<file path="config.mk">
export PLATFORM = sky130hd
export DESIGN_NAME = mcu_target_arbiter
export DESIGN_NICKNAME = d
export VERILOG_FILES = /design/src/rtl/mcu_target_arbiter.sv
export SDC_FILE = /design/constraint.sdc
export NUM_CORES = 1
export LEC_CHECK = 0
export BUFFER_PORTS_ARGS = -buffer_cell sky130_fd_sc_hd__buf_2
export CAP_MARGIN = 40
export CORE_UTILIZATION = 50
export CTS_BUF_LIST = sky130_fd_sc_hd__clkbuf_16
export DETAILED_ROUTE_END_ITERATION = 7
export GPL_ROUTABILITY_DRIVEN = 0
export PLACE_DENSITY = 0.82
export SLEW_MARGIN = 5
export SYNTH_ARGS = -nofsm -noshare
export SYNTH_HDL_FRONTEND = slang
export SYNTH_SLANG_ARGS = --single-unit
</file>
<file path="constraint.sdc">
create_clock -name clk -period 3 [get_ports clk]
set_input_delay 0.6 -clock clk [delete_from_list [all_inputs] [get_ports clk]]
set_output_delay 0.6 -clock clk [all_outputs]
set_load 0.005 [all_outputs]
</file>
<file path="src/rtl/mcu_target_arbiter.sv">
// MCU-to-target byte arbiter: routes framed MCU bytes to one of four target ports,
// serves local version/interrupt/mask commands and merges target interrupts.
module mcu_target_arbiter (
    input  logic        clk,
    input  logic        reset,
    input  logic        data_in_strobe,
    input  logic        data_in_start,
    input  logic [7:0]  data_in,
    output logic [7:0]  data_out,
    output logic        irq,
    output logic [3:0]  tgt_strobe,
    output logic        tgt_start,
    output logic [7:0]  tgt_data,
    input  logic [31:0] tgt_dout,
    input  logic [3:0]  tgt_irq,
    output logic [3:0]  tgt_iack
);

    typedef enum logic [2:0] {
        ST_IDLE    = 3'd0,
        ST_CMD     = 3'd1,
        ST_FWD     = 3'd2,
        ST_LOCAL   = 3'd3,
        ST_DISCARD = 3'd4
    } state_t;

    localparam logic [7:0] CMD_VERSION    = 8'h00;
    localparam logic [7:0] CMD_IRQ_READ   = 8'h01;
    localparam logic [7:0] CMD_MASK_WRITE = 8'h02;
    localparam logic [7:0] VERSION_ID     = 8'h01;
    localparam logic [7:0] MAX_ID         = 8'h04;

    state_t     state_r, state_s;
    logic [2:0] id_r, id_s;
    logic [7:0] cmd_r, cmd_s;
    logic       payload_seen_r, payload_seen_s;
    logic [3:0] irq_mask_r, irq_mask_s;
    logic [1:0] last_grant_r, last_grant_s;
    logic       iack_pend_r, iack_pend_s;
    logic [7:0] data_out_s, tgt_data_s;
    logic [3:0] tgt_strobe_s, tgt_iack_s;
    logic       tgt_start_s, irq_s;
    logic       start_s, body_s, port_sel_s;
    logic [1:0] sel_s;
    logic [2:0] pick_s;
    logic [7:0] port_byte_s;

    // Round-robin pick: nearest requester after 'last', wrapping 3 -> 0; MSB flags a hit.
    function automatic logic [2:0] rr_pick(input logic [3:0] req, input logic [1:0] last);
        logic [2:0] res;
        logic [1:0] idx;
        res = 3'b000;
        for (int i = 4; i >= 1; i--) begin
            idx = last + i[1:0];
            if (req[idx]) begin
                res = {1'b1, idx};
            end else begin
                res = res;
            end
        end
        return res;
    endfunction

    // Next-state, datapath and output decode for one MCU byte per cycle.
    always_comb begin
        start_s        = data_in_strobe & data_in_start;
        body_s         = data_in_strobe & ~data_in_start;
        port_sel_s     = (id_r != 3'd0);
        sel_s          = id_r[1:0] - 2'd1;
        port_byte_s    = tgt_dout[{sel_s, 3'b000} +: 8];
        pick_s         = rr_pick(tgt_irq & irq_mask_r, last_grant_r);
        state_s        = state_r;
        id_s           = id_r;
        cmd_s          = cmd_r;
        payload_seen_s = payload_seen_r;
        irq_mask_s     = irq_mask_r;
        last_grant_s   = last_grant_r;
        iack_pend_s    = iack_pend_r;
        data_out_s     = data_out;
        tgt_data_s     = tgt_data;
        tgt_strobe_s   = 4'b0000;
        tgt_start_s    = 1'b0;
        tgt_iack_s     = 4'b0000;
        irq_s          = |(tgt_irq & irq_mask_r);

        case (state_r)
            ST_IDLE: begin
                state_s = ST_IDLE;
            end
            ST_CMD: begin
                if (port_sel_s) begin
                    data_out_s = port_byte_s;
                    if (body_s) begin
                        state_s      = ST_FWD;
                        tgt_strobe_s = 4'b0001 << sel_s;
                        tgt_start_s  = 1'b1;
                        tgt_data_s   = data_in;
                    end else begin
                        state_s = ST_CMD;
                    end
                end else if (body_s) begin
                    state_s        = ST_LOCAL;
                    cmd_s          = data_in;
                    payload_seen_s = 1'b0;
                    case (data_in)
                        CMD_VERSION: data_out_s = VERSION_ID;
                        CMD_IRQ_READ: begin
                            if (pick_s[2]) begin
                                data_out_s   = {1'b1, 5'b00000, pick_s[1:0]};
                                last_grant_s = pick_s[1:0];
                                iack_pend_s  = 1'b1;
                            end else begin
                                data_out_s = 8'h00;
                            end
                        end
                        CMD_MASK_WRITE: data_out_s = data_out;
                        default: data_out_s = 8'h00;
                    endcase
                end else begin
                    state_s = ST_CMD;
                end
            end
            ST_FWD: begin
                data_out_s = port_byte_s;
                if (body_s) begin
                    tgt_strobe_s = 4'b0001 << sel_s;
                    tgt_data_s   = data_in;
                end else begin
                    tgt_strobe_s = 4'b0000;
                end
            end
            ST_LOCAL: begin
                if (body_s) begin
                    payload_seen_s = 1'b1;
                    if (iack_pend_r) begin
                        tgt_iack_s  = 4'b0001 << last_grant_r;
                        iack_pend_s = 1'b0;
                    end else begin
                        tgt_iack_s = 4'b0000;
                    end
                    // Only the first payload byte of a mask write is taken.
                    if ((cmd_r == CMD_MASK_WRITE) && !payload_seen_r) begin
                        irq_mask_s = data_in[3:0];
                    end else begin
                        irq_mask_s = irq_mask_r;
                    end
                end else begin
                    state_s = ST_LOCAL;
                end
            end
            ST_DISCARD: begin
                data_out_s = 8'h00;
            end
            default: begin
                state_s = ST_IDLE;
            end
        endcase

        // A frame start overrides whatever the current frame was doing.
        if (start_s) begin
            id_s        = data_in[2:0];
            iack_pend_s = 1'b0;
            if (data_in <= MAX_ID) begin
                state_s = ST_CMD;
            end else begin
                state_s = ST_DISCARD;
            end
        end else begin
            id_s = id_s;
        end
    end

    // State and registered outputs.
    always_ff @(posedge clk) begin
        if (reset) begin
            state_r        <= ST_IDLE;
            id_r           <= 3'd0;
            cmd_r          <= 8'h00;
            payload_seen_r <= 1'b0;
            irq_mask_r     <= 4'hF;
            last_grant_r   <= 2'd3;
            iack_pend_r    <= 1'b0;
            data_out       <= 8'h00;
            irq            <= 1'b0;
            tgt_strobe     <= 4'b0000;
            tgt_start      <= 1'b0;
            tgt_data       <= 8'h00;
            tgt_iack       <= 4'b0000;
        end else begin
            state_r        <= state_s;
            id_r           <= id_s;
            cmd_r          <= cmd_s;
            payload_seen_r <= payload_seen_s;
            irq_mask_r     <= irq_mask_s;
            last_grant_r   <= last_grant_s;
            iack_pend_r    <= iack_pend_s;
            data_out       <= data_out_s;
            irq            <= irq_s;
            tgt_strobe     <= tgt_strobe_s;
            tgt_start      <= tgt_start_s;
            tgt_data       <= tgt_data_s;
            tgt_iack       <= tgt_iack_s;
        end
    end

endmodule

</file>
# --- Word-level counts from Yosys, hierarchy flattened ---
# Cells that the tools add are included.
# Widths: inputs -> output; s select.
totals:
  reg_bits: 48
  output_inout_bits: 26
  elab_cells: 111
  input_bits: 48
classes:
  magnitude_cmp: 5
  n_shift: 3
  bitwise: 9
  n_mux: 40
  n_reduce_logical: 20
  n_eq_ne: 17
  addsub: 4
ops:
  columns: ["operator", "n"]
  rows:
  - ["$pmux 8 s3", 2]
  - ["$mux 8", 5]
  - ["$shiftx 32x6->8", 1]
  - ["$mux 3", 8]
  - ["$eq 8x2->1 const B", 2]
  - ["$pmux 8 s2", 1]
  - ["$lt 2x3->1 const B", 4]
  - ["$mux 1", 12]
  - ["$ne 2x2->1 const B", 5]
  - ["$ne 3x3->1 const B", 3]
  - ["$pmux 3 s3", 1]
  - ["$reduce_and 3->1", 3]
  - ["$bmux 1 s2", 4]
  - ["$eq 8x1->1 const B", 1]
  - ["$le 8x3->1 const B", 1]
  - ["$logic_not 8->1", 1]
  - ["$mux 4", 2]
  - ["$pmux 4 s2", 1]
  - ["$reduce_or 4->1", 2]
  - ["$shl 1x2->4 const A", 2]
  - ["$eq 3x2->1 const B", 2]
  - ["$not 1->1", 6]
  - ["$reduce_and 6->1", 1]
  - ["$reduce_bool 3->1", 2]
  - ["other kinds (18)", 26]

# --- Depth between registers and ports, before layout ---
# Gate-level depths: netlist of the first run.
depth:
  word_depth: 12
  depth_mapped: 9

# --- Least setup slack after synthesis of the first run ---
# No wires, ideal clock.
synth_timing:
  kind: "reg2reg"
  start: "register id_r[0]"
  end: "register data_out[1]"
  required_time_ps: 2876
  slack_ps: 852
  setup_ps: 124
  path_stages_with_launch: 10
  t_arrival_ps: 2024
  path_cell_list: "dfxtp_1 buf_2 inv_1 ha_1 buf_1 mux4_2 nor4b_1 nor3_1 o21ai_0 a31oi_1"
synth_via:
  elab_chain_len: 4
  word_cells_on_any_way: 8
  cone_classes: "add/sub: 1; eq/ne: 2; shift: 1; mux: 2; reduce/logical: 2"
synth_lines:
  columns: ["item", "line_no", "text"]
  rows:
  - ["start: declaration", "34", "logic [2:0] id_r, id_s;"]
  - ["start signal: assignment", "191", "id_r <= id_s;"]
  - ["$sub 2x1->2", "69", "sel_s = id_r[1:0] - 2'd1;"]
  - ["$shiftx 32x6->8", "70", "port_byte_s = tgt_dout[{sel_s, 3'b000} +: 8];"]
  - ["$mux 8", "91", "if (port_sel_s) begin"]
  - ["$pmux 8 s3", "86", "case (state_r)"]
  - ["end signal: assignment", "197", "data_out <= data_out_s;"]
  - ["end: declaration", "9", "output logic [7:0] data_out,"]
# Parallel ways exist; a longest one is shown, timed or not.
# A chain may end at the register's enable or synchronous reset.

# --- Worst setup path in the final report of the first run ---
# Same ends and word-level chain as after synthesis.

==> results of run 1 <==
[how the worst min path moves through the flow]
stage	to	slack, ps
6_report	data_out[3]	450
5_1_grt	data_out[4]	490
4_1_cts	data_out[3]	450
3_5_place_dp	data_out[3]	440
3_3_place_gp	data_out[4]	440
2_1_floorplan	id_r[2]	440
[per-stage QoR]
stage / cell area, um^2 / utilization (%) / worst slack [ps]
finish: 2880 / 65.6 / 891
global placement: 2700 / 61.7 / 742
CTS: 2880 / 65.6 / 867
floorplan: 2300 / - / 852
detailed placement: 2700 / 61.7 / 711
global route: 2880 / 65.6 / 668
[synth_stat cells (all sizes together) (2+ instances only)]
library cell,number
ha,5
nor4b,2
inv,6
a211oi,2
mux4,8
nor4,4
o21ai,11
buf,7
mux2i,20
nor2,29
nand3,7
a22o,2
and2,7
nand2b,5
nor3,9
o221ai,3
nor2b,2
nor3b,3
a21oi,21
a31oi,2
clkbuf,5
nand2,22
dfxtp,48
nand4,3
[power by group through the flow]
stage	sequential [uW]	combinational (uW)	clock [uW]
after detailed placement	667	140	0
after global routing	653	155	672
after global placement	667	138	0
after CTS	653	141	639
final	653	141	634
after floorplan	664	80.5	0
[per-layer routing]
| metal | up-vias | GRT usage (%) |
|---|---|---|
| li1 | 1030 | - |
| met5 | - | 0 |
| met4 | 0 | 9.78 |
| met1 | 989 | 30.4 |
| met3 | 7 | 4.65 |
| met2 | 81 | 37.1 |
[area by class of cell]
cell class | instances | area (um^2)
Sequential cell | 48 | 961
Timing Repair Buffer | 77 | 395
Tap cell | 52 | 65.1
Clock buffer | 5 | 125
Multi-Input combinational cell | 179 | 1260
Inverter | 6 | 22.5
Fill cell | 354 | 1510
Clock inverter | 3 | 46.3
[flip-flops by register name, summed over array words and instances (netlist names)]
name            flops
tgt_start           1
payload_seen_r      1
state_r             3
id_r                3
tgt_data            8
last_grant_r        2
data_out            8
iack_pend_r         1
tgt_strobe          4
cmd_r               8
irq_mask_r          4
tgt_iack            4
irq                 1
[cell families after synthesis]
kind of cell / after synthesis / synth area share, %
compound gates: 47 / 12.3
xor+xnor: 1 / 0.382
fa+ha+maj: 5 / 2.72
buf+inv: 18 / 3.27
flops: 48 / 41.9
mux: 29 / 17.1
simple gates: 97 / 22.5
[critical path: stages, from the launching register on]
cell                      delay, ps
sky130_fd_sc_hd__dfxtp_1        310
sky130_fd_sc_hd__buf_4          210
sky130_fd_sc_hd__inv_1          100
sky130_fd_sc_hd__ha_1           520
sky130_fd_sc_hd__mux4_2         380
sky130_fd_sc_hd__nor4b_1        260
sky130_fd_sc_hd__nor3_1          70
sky130_fd_sc_hd__o21ai_0         90
sky130_fd_sc_hd__a31oi_1         50
==> results.sh, run 1 <==
export IMPL_critical_path_max_fanout=12
export IMPL_dieArea_um2=4870
export IMPL_cap_violations=0
export IMPL_routed_length_on_met3_um=363
export IMPL_postRouteAntennaNets=0
export IMPL_grt_pass1_vias=1933
export IMPL_most_common_cell_after_layout_fill_and_taps_aside="sky130_fd_sc_hd__buf_2"
export IMPL_power_share_clock_pct=44.4
export IMPL_seq_power_share_pct=45.7
export IMPL_total_power_uw=1430
export IMPL_clkLatencyLatePin_ps=290
export IMPL_timing_reg2reg_worst_path_depth=8
export IMPL_rsz0062_at_grt="false"
export IMPL_cts_hold_buffers_added=0
export IMPL_wl_met1_um=2390
export IMPL_number_of_distinct_library_cells_after_synthesis=42
export IMPL_finish_cell_count_without_fillers=370
export IMPL_power_switching_share_pct=22.4
export IMPL_fin_crit_ps=2110
export IMPL_grt_max_degree=19
export IMPL_wl_met2_um=2560
export IMPL_num_rows=24
export IMPL_max_freq_ghz=0.474
export IMPL_hold_worst_slack_ps=453
export IMPL_ys_warns=0
export IMPL_clockBufferDepth=2
export IMPL_n_antenna_cell=0
export IMPL_wirelength_um=5390
export IMPL_drt_pass1_iterations=4
export IMPL_syn_area_um2=2300
export IMPL_type_of_origin_of_the_critical_path="register"
export IMPL_detail_route_vias_per_cell=5.69
export IMPL_ir_worst_vdd_v=0.000305
export IMPL_worst_slew_pin_slew_ps=567
export IMPL_worst_setup_path_startpoint="id_r[0]"
export IMPL_crit_end="data_out[1]"
export IMPL_timing_hold_worst_class="register to register"
export IMPL_combPwrFrac_pct=9.9
export IMPL_synth_top_flop_cell="sky130_fd_sc_hd__dfxtp_1"
export IMPL_grt_antenna_before_repair=0
export IMPL_post_route_drc_count=0
export IMPL_numPortBuffers=73
export IMPL_timing_final_max_slew_violations=0
export IMPL_drt_initial_drc_count=191
export IMPL_p_per_area_nw_per_um2=497
export IMPL_cts_htree_levels=2
export IMPL_grt_resource_usage_total_pct=23.1
export IMPL_status="finished, final reports clean"
export IMPL_most_common_layout_cells="sky130_fd_sc_hd__buf_2, sky130_fd_sc_hd__dfxtp_1, sky130_fd_sc_hd__nor2_1, sky130_fd_sc_hd__nand2_1, sky130_fd_sc_hd__a21oi_1"
export IMPL_syn_nets=298
export IMPL_synth_seq_area_share_pct=41.9
export IMPL_r2r_slack_ps=890
export IMPL_crit_arrival_ps=2280
export IMPL_worst_setup_path_type="register to register"
export IMPL_timing_rr_end="data_out[1]"
export IMPL_critPathRequiredTime_ps=3170
export IMPL_final_nets=370
export IMPL_grt_overflow_total=0
export IMPL_number_of_instances_in_the_synthesized_netlist=245
export IMPL_worst_hold_startpoint="data_out[3]"
export IMPL_initial_core_util_pct=52.4
export IMPL_clock_tree_from_tritoncts="built"
export IMPL_cellLeakagePower_uw=0.00125
export IMPL_place_detailed_instances=362
export IMPL_fin_setup_tns_ps=0
export IMPL_synth_edf_count=0
export IMPL_post_cts_setup_buffer_count=0
export IMPL_final_layout_size_suffix_gt1_share_pct=30.8
export IMPL_setup_viol=0
export IMPL_ios=74
export IMPL_ff_latch_count_synth=48
export IMPL_holdPathStages=2
export IMPL_num_vias=2107
export IMPL_maxUsedRoutingLayer="met4"
export IMPL_cts_root_buf="sky130_fd_sc_hd__clkbuf_16"
export IMPL_cp_end_kind="register"
export IMPL_synth_top_cell_area_share_pct=41.9
export IMPL_post_synth_main_area_contributors="sky130_fd_sc_hd__dfxtp_1, sky130_fd_sc_hd__mux2i_1, sky130_fd_sc_hd__mux4_2, sky130_fd_sc_hd__nor2_1, sky130_fd_sc_hd__a21oi_1"
export IMPL_intPower_uw=1110
export IMPL_grt_first_pass_wirelength_um=8980
export IMPL_clock_sinks=48
export IMPL_synth_top_cell_by_area="sky130_fd_sc_hd__dfxtp_1"
export IMPL_area_growth_synth_to_final_pct=25.2
export IMPL_final_period_utilization_pct=70.3
export IMPL_fin_clk_skew_ps=3.99
export IMPL_floorplan_core_area_um2=4380
export IMPL_syn_area_per_cell_um2=9.37
export IMPL_chipWidth_um=69.8
export IMPL_dp_final_hpwl_um=3900
export IMPL_wl_per_cell_um=14.6
export IMPL_switchingPower_uw=320
export IMPL_cts_buffers_inserted=5
export IMPL_timing_slew_headroom_pct=62.2
export IMPL_async_reset_ff_share_pct=0
export IMPL_clkSlewWorstSetupHoldPaths_ps=60
export IMPL_die_height_um=69.8
export IMPL_ctsResizeCount=0
export IMPL_hold_viol=0
export IMPL_regToRegStartpoint="id_r[0]"
Power figures use the tool's default switching activity.
==> run 2, diff against run 1 <==
==> constraint.sdc (replaced) <==
create_clock -name clk -period 2.2 [get_ports clk]
set_input_delay 0.44 -clock clk [delete_from_list [all_inputs] [get_ports clk]]
set_output_delay 0.44 -clock clk [all_outputs]
set_load 0.005 [all_outputs]
==> run 2 against run 1 <==
Effect of this change: via count rose by 0.24%; combinational power is 41% higher; largest power group unchanged; final cell count increased by 1.1%; sequential power up 36%; global-route usage increased by 0.34 points; critical path type unchanged; critical path depth unchanged.
==> results.sh, run 2 (synthesis gave the netlist of run 1 again) <==
export IMPL_cp_slowest_stage_delay_ps=390
export IMPL_area_growth_synth_to_final_pct=25.0
export IMPL_dp_final_hpwl_um=4000
export IMPL_wirelength_um=5600
export IMPL_post_cts_setup_buffer_count=0
export IMPL_grt_overflow_total=0
export IMPL_max_freq_ghz=0.499
export IMPL_clkLatencyLatePin_ps=290
export IMPL_final_layout_size_suffix_gt1_share_pct=30.7
export IMPL_fin_crit_ps=2000
export IMPL_ctsResizeCount=0
export IMPL_floorplan_core_area_um2=4380
export IMPL_reg_largest_list="cmd_r (8), data_out (8), tgt_data (8)"
export IMPL_clock_sinks=48
export IMPL_crit_arrival_ps=2170
export IMPL_fin_clk_skew_ps=4.72
export IMPL_clockBufferDepth=2
export IMPL_setup_viol=0
export IMPL_cts_root_buf="sky130_fd_sc_hd__clkbuf_16"
export IMPL_num_rows=24
export IMPL_post_dp_cell_area_um2=2730
export IMPL_fill_cells=381
export IMPL_grt_antenna_before_repair=0
export IMPL_total_power_uw=1810
export IMPL_worst_hold_startpoint="data_in[4]"
export IMPL_n_antenna_cell=0
export IMPL_drt_initial_drc_count=177
export IMPL_utilization_pct=65.5
export IMPL_num_vias=2112
export IMPL_timing_slew_headroom_pct=61.9
export IMPL_initial_core_util_pct=52.4
export IMPL_regToRegStartpoint="id_r[1]"
export IMPL_type_of_origin_of_the_critical_path="register"
export IMPL_worst_hold_path_endpoint="cmd_r[4]"
export IMPL_post_route_drc_count=0
export IMPL_design_area_um2=2870
export IMPL_grt_max_degree=27
export IMPL_cap_violations=0
export IMPL_r2r_slack_ps=200
export IMPL_wl_per_cell_um=15.0
export IMPL_detail_route_vias_per_cell=5.65
export IMPL_die_height_um=69.8
export IMPL_p_per_area_nw_per_um2=631
export IMPL_cts_hold_buffers_added=0
export IMPL_grt_pass1_vias=1929
export IMPL_numPortBuffers=73
export IMPL_timing_final_max_slew_violations=0
export IMPL_status="finished, final reports clean"
export IMPL_holdPathStages=3
export IMPL_rsz0062_at_grt="false"
export IMPL_worstPathCellList="inv_1 > ha_1 > nor2b_1 > nor3b_1 > o21ai_0 > buf_4 > mux2i_1 > nor2_1"
export IMPL_cp_end_kind="register"
export IMPL_most_common_cell_after_layout_fill_and_taps_aside="sky130_fd_sc_hd__buf_2"
export IMPL_ir_worst_vdd_v=0.000496
export IMPL_postRouteAntennaNets=0
export IMPL_worst_slew_pin_slew_ps=570
export IMPL_hold_viol=0
export IMPL_clock_tree_from_tritoncts="built"
export IMPL_final_period_utilization_pct=91.0
export IMPL_critical_path_max_fanout=8
export IMPL_place_detailed_instances=366
export IMPL_timing_hold_worst_class="input pin to register"
export IMPL_dieArea_um2=4870
export IMPL_clkSlewWorstSetupHoldPaths_ps=60
export IMPL_final_nets=374
export IMPL_cts_buffers_inserted=5
export IMPL_drt_pass1_iterations=5
export IMPL_grt_first_pass_wirelength_um=8970
export IMPL_cellLeakagePower_uw=0.00127
export IMPL_fin_setup_tns_ps=0
export IMPL_grt_resource_usage_total_pct=23.5
export IMPL_most_common_layout_cells="sky130_fd_sc_hd__buf_2, sky130_fd_sc_hd__dfxtp_1, sky130_fd_sc_hd__nor2_1, sky130_fd_sc_hd__nand2_1, sky130_fd_sc_hd__a21oi_1"
export IMPL_timing_rr_end="tgt_data[2]"
export IMPL_cts_htree_levels=2
export IMPL_timing_reg2reg_worst_path_depth=8
export IMPL_finish_cell_count_without_fillers=374
export IMPL_worst_setup_path_type="register to register"
export IMPL_timing_critical_path_slowest_stage_cell="sky130_fd_sc_hd__o21ai_0"
export IMPL_chipWidth_um=69.8
export IMPL_critPathRequiredTime_ps=2370
export IMPL_ios=74
[run 2: final cells by class]
class                           count  area, um^2  area share [%]
Sequential cell                    48         961            33.5
Clock inverter                      3        11.3           0.392
Clock buffer                        5         125            4.36
Timing Repair Buffer               81         425            14.8
Tap cell                           52        65.1            2.27
Multi-Input combinational cell    179        1260            43.9
Inverter                            6        22.5           0.785
[run 2: worst max path at each step]
stage | from | slack [ps] | to | cells after the start
2_1_floorplan | id_r[0] | 50 | data_out[1] | 9
3_3_place_gp | data_in_start | 310 | irq_mask_r[1] | 6
3_5_place_dp | data_in[3] | 260 | data_out[5] | 6
4_1_cts | id_r[1] | 240 | tgt_data[2] | 8
5_1_grt | id_r[1] | 100 | tgt_data[2] | 8
6_report | id_r[1] | 200 | tgt_data[2] | 8
[run 2: through the flow]
| stage | worst slack (ps) | hold WS (ps) |
|---|---|---|
| final | 198 | 420 |
| after global routing | 96.0 | 436 |
| after CTS | 242 | 420 |
| after detailed placement | 262 | 450 |
| after global placement | 312 | 436 |
| after floorplan | 51.9 | 445 |
[run 2: critical path, delay by kind of cell, from the launching register on]
family | cells | cell delay (ps)
buf+inv | 2 | 390
simple gates | 3 | 390
compound gates | 1 | 390
flops | 1 | 340
mux | 1 | 200
fa+ha+maj | 1 | 180
[run 2: where the power goes]
part | switching, uW | internal, uW | total [uW]
combinational | 103 | 96.1 | 199
clock | 313 | 409 | 722
sequential | 9.06 | 880 | 890
[run 2: layer usage]
layer	part of all wire, %	global-route usage (%)	vias up
li1	-	-	1039
met5	0	0	-
met2	48	36.9	84
met1	43	30.5	978
met3	7.8	5.09	11
met4	1.7	11.8	0
